### src/rtl/sram_port_arbiter.sv
// sram_port_arbiter: round-robin arbiter and sequencer placing two core memory
// ports onto the single external-SRAM controller port. The granted command is
// latched for the whole transaction, and a hung controller is detected by a
// per-transaction timeout.
//
// Ports:
//   clk, reset              system clock, asynchronous active-high reset
//   p0_rd/p0_wr/p0_addr/p0_wd   core0 request (level, held while p0_stall high)
//   p0_stall                core0 must hold its request (combinational)
//   p1_*                    same for core1
//   sram_re/sram_we         registered command strobes to the controller
//   sram_addr/sram_wd       latched address / write data
//   sram_ack                one-cycle completion pulse from the controller
//   grant                   one-hot owner {p1,p0}, 00 when idle (registered)
//   timeout_err             sticky hang flag, cleared only by reset
module sram_port_arbiter #(
    parameter int unsigned ADDR_W  = 17,
    parameter int unsigned DATA_W  = 32,
    parameter int unsigned TIMEOUT = 1024
) (
    input  logic              clk,
    input  logic              reset,
    input  logic              p0_rd,
    input  logic              p0_wr,
    input  logic [ADDR_W-1:0] p0_addr,
    input  logic [DATA_W-1:0] p0_wd,
    output logic              p0_stall,
    input  logic              p1_rd,
    input  logic              p1_wr,
    input  logic [ADDR_W-1:0] p1_addr,
    input  logic [DATA_W-1:0] p1_wd,
    output logic              p1_stall,
    output logic              sram_re,
    output logic              sram_we,
    output logic [ADDR_W-1:0] sram_addr,
    output logic [DATA_W-1:0] sram_wd,
    input  logic              sram_ack,
    output logic [1:0]        grant,
    output logic              timeout_err
);

    localparam int unsigned      CNT_W   = $clog2(TIMEOUT);
    localparam logic [CNT_W-1:0] CNT_MAX = CNT_W'(TIMEOUT - 1);

    typedef enum logic [1:0] {
        IDLE  = 2'd0,
        BUSY0 = 2'd1,
        BUSY1 = 2'd2
    } state_t;

    state_t           state;
    logic             last;     // last-served port: 0 = p0, 1 = p1
    logic [CNT_W-1:0] cnt;

    logic p0_req;
    logic p1_req;
    logic busy;
    logic done;
    logic abort;
    logic take0;
    logic take1;
    logic to_idle;

    assign p0_req = p0_rd | p0_wr;
    assign p1_req = p1_rd | p1_wr;

    // Stalls release only in the owner's ack cycle; ack in IDLE is ignored.
    assign p0_stall = p0_req & ~((state == BUSY0) & sram_ack);
    assign p1_stall = p1_req & ~((state == BUSY1) & sram_ack);

    assign busy  = (state != IDLE);
    assign done  = busy & sram_ack;
    assign abort = busy & ~sram_ack & (cnt == CNT_MAX);

    // From IDLE a tie goes to the port that was not served last; on an ack
    // edge only the other port may be granted, so the finishing port cannot
    // immediately win again.
    assign take0 = ((state == IDLE)  & p0_req & (~p1_req | last))
                 | ((state == BUSY1) & sram_ack & p0_req);
    assign take1 = ((state == IDLE)  & p1_req & (~p0_req | ~last))
                 | ((state == BUSY0) & sram_ack & p1_req);

    assign to_idle = (done & ~take0 & ~take1) | abort;

    // State, command latch, timeout counter and registered outputs.
    always_ff @(posedge clk or posedge reset) begin
        if (reset) begin
            state       <= IDLE;
            last        <= 1'b1;
            cnt         <= '0;
            sram_re     <= 1'b0;
            sram_we     <= 1'b0;
            sram_addr   <= '0;
            sram_wd     <= '0;
            grant       <= 2'b00;
            timeout_err <= 1'b0;
        end else if (take0) begin
            state     <= BUSY0;
            last      <= 1'b0;
            cnt       <= '0;
            sram_we   <= p0_wr;
            sram_re   <= p0_rd & ~p0_wr;
            sram_addr <= p0_addr;
            sram_wd   <= p0_wd;
            grant     <= 2'b01;
        end else if (take1) begin
            state     <= BUSY1;
            last      <= 1'b1;
            cnt       <= '0;
            sram_we   <= p1_wr;
            sram_re   <= p1_rd & ~p1_wr;
            sram_addr <= p1_addr;
            sram_wd   <= p1_wd;
            grant     <= 2'b10;
        end else if (to_idle) begin
            // Address and data are left as they were; only the strobes drop.
            state   <= IDLE;
            cnt     <= '0;
            sram_re <= 1'b0;
            sram_we <= 1'b0;
            grant   <= 2'b00;
            if (abort) begin
                timeout_err <= 1'b1;
            end
        end else if (busy) begin
            cnt <= cnt + CNT_W'(1);
        end
    end

endmodule

### config.mk
export PLATFORM = sky130hd
export DESIGN_NAME = sram_port_arbiter
export DESIGN_NICKNAME = d
export VERILOG_FILES = /design/src/rtl/sram_port_arbiter.sv
export SDC_FILE = /design/constraint.sdc
export NUM_CORES = 1
export LEC_CHECK = 0
export BUFFER_PORTS_ARGS = -buffer_cell sky130_fd_sc_hd__buf_2
export CAP_MARGIN = 20
export CORE_MARGIN = 5
export CORE_UTILIZATION = 49
export DETAILED_ROUTE_END_ITERATION = 8
export PLACE_DENSITY = 0.86
export SYNTH_ARGS = -nofsm -noshare
export SYNTH_HDL_FRONTEND = slang
export SYNTH_SLANG_ARGS = --single-unit
### constraint.sdc
create_clock -name clk -period 5.03 [get_ports clk]
set_input_delay 1.509 -clock clk [delete_from_list [all_inputs] [get_ports clk]]
set_output_delay 1.509 -clock clk [all_outputs]
set_load 0.01 [all_outputs]
==> impl_metrics.json, run 1 <==
{
  "peakVddDrop_uv": 329,
  "worst_slew_pin_slew_ns": 0.668,
  "max-slew-margin-rel_pct": 55.5,
  "min_period_ns": 3.66,
  "diodes": 0,
  "max_stage_delay_ns": 0.28,
  "dpl-instance-area_sq_um": 3930,
  "place_ws_ns": 1.37,
  "hold_viol_final": 0,
  "sw_frac_of_total_pct": 40.1,
  "die_area_sq_um": 8060,
  "rr_worst_depth": 5,
  "cpMostUsedCell": "buf_2",
  "yosysTopAreaCell": "dfrtp_1",
  "critPathMaxFanout": 4,
  "arrival_ns": 2.15,
  "htree_levels": 3,
  "p_switching_mw": 1.01,
  "grt_start_max_net_pins": 70,
  "setup_tns_ns": 0,
  "finalInstanceArea_sq_um": 4140,
  "r2r_slack_ns": 2.81,
  "ys_warn_count": 0,
  "grt_use_total_pct": 20.3,
  "place.gp.congestion": 0.828,
  "fin_skew_ns": 0.00612,
  "fmax_ghz": 0.273,
  "grt_setup_unrepaired": "false",
  "min_to": "timeout_err$_DFFE_PP0P_",
  "die_h_um": 89.8,
  "grt-ovfl-total": 0,
  "routedWlPerCell_um": 14.9,
  "ff_latch_area_sq_um": 1630,
  "combPwrFrac_pct": 45.2,
  "max_cap_violations": 0,
  "antenna_found_initial": 0,
  "yosysMostFrequentCell": "dfrtp_1",
  "power_density_nw_per_um2": 606,
  "reg2reg_from": "state[0]$_DFFE_PP0P_",
  "slew_violations": 0,
  "r2r-end": "sram_wd[15]$_DFFE_PP0P_",
  "outcome": "completed",
  "place_hpwl_mm": 6.02,
  "ctsHoldBuffers": 0,
  "ys_top_cells_by_area": "dfrtp_1 51%, a22oi_1 8.4%, o21ai_1 7.2%",
  "cts_tree": "yes",
  "grt_pass1_vias": 2965,
  "clkSlewWorstSetupHoldPaths_ns": 0.07,
  "synth.ff_latch_count": 65,
  "final_util_pct": 65.9,
  "crit_path_top_delay_cell": "nor2_1",
  "ys_seq_area_share_pct": 52.2,
  "ys.flop_type": "dfrtp_1",
  "synth_cell_types": 37,
  "synth_nets": 421,
  "port_buffers": 160,
  "fin_ws_ns": 1.37,
  "async_flop_share_pct": 100,
  "multi_input_area_sq_um": 1220,
  "ys_top_cells_by_count": "64 x dfrtp_1, 45 x o21ai_1, 39 x inv_1",
  "syn_inst": 315,
  "setup_viol": 0,
  "post_cts_buffers": 0,
  "vias": 2923,
  "hp-start": "timeout_err$_DFFE_PP0P_",
  "fill_cells": 523,
  "path_cells": "buf_2, nor2_1, a31oi_1, buf_2",
  "drc": 0,
  "critPathRequiredTime_ns": 3.52,
  "layout.nets": 574,
  "die_x_um": 89.8,
  "first_pass_iters": 4,
  "drive_gt1_share_pct": 38.7,
  "antenna_left": 0,
  "coreArea_sq_um": 6280,
  "yosys.area.top_type_share_pct": 51.4,
  "cts.path.max_buffers": 2,
  "synth-edff-count": 0,
  "p_leak_nw": 2.13,
  "p_int_mw": 1.50,
  "avgSynthCellArea_sq_um": 9.89,
  "critPathLaunchType": "input port",
  "drtIter0Drc": 129,
  "cts_sinks": 65,
  "routed_wl_mm": 8.21,
  "ctsResizeCount": 0,
  "share_seq_of_total_power_pct": 36.0,
  "worst_setup_path_end_kind": "output port",
  "fp-row-count": 29,
  "initial_core_util_pct": 49.7,
  "hold_depth": 1,
  "grt_pass1_wl_mm": 13.8,
  "ioPinCount": 161,
  "hold_path.class": "flop to flop",
  "clk_latency_ns": 0.32,
  "crit_type": "input port to output port",
  "post-route-period-util_pct": 72.8,
  "cts_buffers": 9,
  "viasPerCell": 5.31,
  "syn_area_sq_um": 3120,
  "clockRootBuffer": "clkbuf_8",
  "area_growth_pct": 32.8,
  "clkPwrFrac_pct": 18.7
}
[through the flow]
| stage | power, mW | std cells | hold slack (ns) |
|---|---|---|---|
| after floorplan | 1.67 | 315 | 0.464 |
| after global placement | 2.01 | 534 | 0.462 |
| after detailed placement | 2.06 | 534 | 0.468 |
| after CTS | 2.53 | 550 | 0.491 |
| after global routing | 2.70 | 550 | 0.525 |
| final | 2.51 | 550 | 0.484 |
[kinds of logic after synthesis]
kind of cell,count (synthesis),share of synthesized area (%)
adders and majority gates,1,0.401
buffers and inverters,61,8.47
muxes,19,6.14
DFF,65,52.2
AOI/OAI and AO/OA,116,24.9
and+or+nand+nor,53,7.87
[critical path: cells and delay by family]
kind	cells	cell delay, ns
AOI/OAI and AO/OA	1	0.08
and+or+nand+nor	1	0.28
buffers and inverters	2	0.28
[sequential cells by signal (all words and copies together) (netlist names)]
name,flops
sram_addr,17
sram_wd,32
sram_re,1
timeout_err,1
sram_we,1
cnt,10
state,2
last,1
[cell type report]
cell class	count	share of cell area, %
repair buffers	164	20.1
well taps	77	2.33
clock inverters	5	1.94
flip-flops and latches	65	39.3
inverters	39	3.54
multi-input cells	189	29.6
clock buffers	11	3.18
[worst max-delay path by stage]
stage | to | startpoint | cells past startpoint | slack (ns)
after floorplan | p0_stall | sram_ack | 2 | 1.60
after global placement | p0_stall | p0_wr | 4 | 1.41
after detailed placement | p0_stall | p0_wr | 4 | 1.37
after CTS | p0_stall | p0_wr | 4 | 1.37
after global routing | p0_stall | p0_wr | 4 | 1.31
final | p0_stall | p0_wr | 4 | 1.37
[power by group through the flow]
stage / clock [mW] / combinational [mW] / sequential (mW)
3_5_place_dp: 0 / 1.16 / 0.902
2_1_floorplan: 0 / 0.683 / 0.985
3_3_place_gp: 0 / 1.11 / 0.899
6_report: 0.470 / 1.13 / 0.903
4_1_cts: 0.479 / 1.15 / 0.903
5_1_grt: 0.507 / 1.26 / 0.935
[layer usage]
metal / vias to the layer above / wire length (um) / global-route usage [%]
li1: 1423 / - / -
met1: 1369 / 3330 / 25.1
met2: 121 / 4080 / 34.2
met3: 10 / 706 / 5.93
met4: 0 / 93 / 6.42
met5: - / 0 / 0
[cells in the final DEF, fill, tap and decap left out, types with 2 or more instances in the layout]
cell type and count:
o21ai_0 10, a211oi_1 2, nor2_1 10, mux2i_1 18
buf_4 4, o21ai_1 45, a2111oi_4 2, a41o_1 2
nand3_1 4, buf_2 160, clkinvlp_4 2, clkbuf_8 9
clkbuf_1 2, a21o_1 2, dfrtp_1 64, a31oi_1 8
nand2_1 22, a22oi_1 35, and3_1 4, nand4_1 2
a22o_1 2, or2_1 3, nor2b_1 4, nor3_1 2
inv_1 38, bufinv_16 2
Note: power is estimated with default switching activity, not from simulation.
==> run 2, diff against run 1 <==
--- a/config.mk
+++ b/config.mk
@@ -8,9 +8,9 @@
 export BUFFER_PORTS_ARGS = -buffer_cell sky130_fd_sc_hd__buf_2
 export CAP_MARGIN = 20
 export CORE_MARGIN = 5
-export CORE_UTILIZATION = 49
+export CORE_UTILIZATION = 41
 export DETAILED_ROUTE_END_ITERATION = 8
-export PLACE_DENSITY = 0.86
+export PLACE_DENSITY = 0.76
 export SYNTH_ARGS = -nofsm -noshare
 export SYNTH_HDL_FRONTEND = slang
 export SYNTH_SLANG_ARGS = --single-unit
==> constraint.sdc (replaced) <==
create_clock -name clk -period 3.3 [get_ports clk]
set_input_delay 0.99 -clock clk [delete_from_list [all_inputs] [get_ports clk]]
set_output_delay 0.99 -clock clk [all_outputs]
set_load 0.01 [all_outputs]
==> impl_metrics.json, run 2 (synthesized netlist as in run 1, its figures left out) <==
{
  "startpoint": "p1_rd",
  "outcome": "completed",
  "antenna_found_initial": 0,
  "setup_viol": 0,
  "htree_levels": 3,
  "hold_viol_final": 0,
  "sw_frac_of_total_pct": 41.6,
  "largest_reg_flops": 32,
  "diodes": 0,
  "min_period_ns": 2.61,
  "grt_start_max_net_pins": 70,
  "largest-register": "sram_wd",
  "hold_ws_ns": 0.474,
  "top_regs": "sram_wd x32, sram_addr x17, cnt x10",
  "layout.nets": 575,
  "cts.path.max_buffers": 2,
  "place_hpwl_mm": 6.45,
  "clk_latency_ns": 0.33,
  "fill_cells": 648,
  "cts_sinks": 65,
  "viasPerCell": 5.18,
  "coreArea_sq_um": 7330,
  "p_total_mw": 3.72,
  "fin_skew_ns": 0.00606,
  "slew_violations": 0,
  "cts_buffers": 9,
  "drtIter0Drc": 131,
  "drive_gt1_share_pct": 38.7,
  "routed_wl_mm": 8.66,
  "antenna_left": 0,
  "initial_core_util_pct": 42.5,
  "die_x_um": 97.2,
  "cts_tree": "yes",
  "max_cap_violations": 0,
  "fin_ws_ns": 0.694,
  "place.gp.congestion": 0.813,
  "grt-ovfl-total": 0,
  "ctsResizeCount": 0,
  "post_cts_buffers": 0,
  "first_pass_iters": 4,
  "grt_use_total_pct": 18.5,
  "combPwrFrac_pct": 47.2,
  "clockRootBuffer": "clkbuf_8",
  "area_growth_pct": 32.7,
  "p_leak_nw": 2.13,
  "post-route-period-util_pct": 79.0,
  "fmax_ghz": 0.384,
  "critPathLaunchType": "input port",
  "place_ws_ns": 0.629,
  "p_int_mw": 2.17,
  "final_util_pct": 56.4,
  "vias": 2963,
  "clkPwrFrac_pct": 15.6,
  "die_h_um": 97.2,
  "p_switching_mw": 1.55,
  "ioPinCount": 161,
  "peakVddDrop_uv": 492,
  "layout_commonest_cell": "buf_2",
  "ctsHoldBuffers": 0,
  "max-slew-margin-rel_pct": 47.4,
  "drc": 0,
  "hold_path.class": "flop to flop",
  "grt_pass1_vias": 3079,
  "critPathMaxFanout": 4,
  "critPathRequiredTime_ns": 2.31,
  "clkSlewWorstSetupHoldPaths_ns": 0.07,
  "grt_pass1_wl_mm": 14.3,
  "power_density_nw_per_um2": 900,
  "fp-row-count": 31,
  "port_buffers": 160,
  "crit_type": "input port to output port",
  "worst_slew_pin_slew_ns": 0.790,
  "routedWlPerCell_um": 15.1,
  "share_seq_of_total_power_pct": 37.3,
  "setup_tns_ns": 0,
  "hp-start": "timeout_err$_DFFE_PP0P_",
  "reg2reg_from": "state[0]$_DFFE_PP0P_",
  "arrival_ns": 1.62,
  "worst_setup_path_end_kind": "output port",
  "grt_setup_unrepaired": "false",
  "final_cell_mix": "160 x buf_2, 64 x dfrtp_1, 45 x o21ai_1",
  "die_area_sq_um": 9450
}
## run 2: changes by cell type in the layout (fill, tap and decap cells not counted), sizes merged
cell,previous run,this run
bufinv,2,0
clkinv,1,2
clkbuf,11,12
clkinvlp,2,1
buf,164,165
## run 2: path summary, 6_finish.rpt
path | endpoint | slack [ns] | depth (start not counted)
setup / recovery | p1_stall | 0.69 | 4
hold / removal | timeout_err$_DFFE_PP0P_ | 0.47 | 1
setup reg to reg | sram_addr[8]$_DFFE_PP0P_ | 1.23 | 5
hold reg to reg | timeout_err$_DFFE_PP0P_ | 0.47 | 1
max in group asynchronous | cnt[5]$_DFFE_PP0P_ | 1.90 | 3
min in group asynchronous | sram_wd[14]$_DFFE_PP0P_ | 0.88 | 3
## run 2: final cells by class
cell class / instances / area (sq um) / area share [%]
Inverter: 39 / 146 / 3.54
Clock inverter: 3 / 17.5 / 0.423
Sequential cell: 65 / 1630 / 39.4
Tap cell: 99 / 124 / 2.99
Clock buffer: 12 / 145 / 3.51
Multi-Input combinational cell: 189 / 1220 / 29.6
Timing Repair Buffer: 165 / 851 / 20.6
## run 2: power groups by stage
| stage | clock, mW | sequential (mW) | combinational, mW |
|---|---|---|---|
| 6_report | 0.580 | 1.39 | 1.76 |
| 5_1_grt | 0.633 | 1.44 | 1.98 |
| 4_1_cts | 0.602 | 1.39 | 1.80 |
| 3_5_place_dp | 0 | 1.38 | 1.81 |
| 3_3_place_gp | 0 | 1.38 | 1.73 |
| 2_1_floorplan | 0 | 1.50 | 1.04 |
## run 2: worst max-delay path, cell delays in order
cell     delay, ns
buf_2         0.11
nor2_1        0.29
a31oi_1       0.07
buf_2         0.16
## run 2: through the flow
stage | cells | instance area [sq um]
after floorplan | 315 | 3120
after global placement | 557 | 3970
after detailed placement | 557 | 3970
after CTS | 572 | 4140
after global routing | 572 | 4140
final | 572 | 4140
## run 2: per-layer routing
layer / up-vias / routed length, um / track usage [%]
met5: - / 0 / 0
met2: 132 / 4300 / 31.2
li1: 1418 / - / -
met3: 19 / 785 / 6.68
met4: 0 / 217 / 8.42
met1: 1394 / 3360 / 21.0
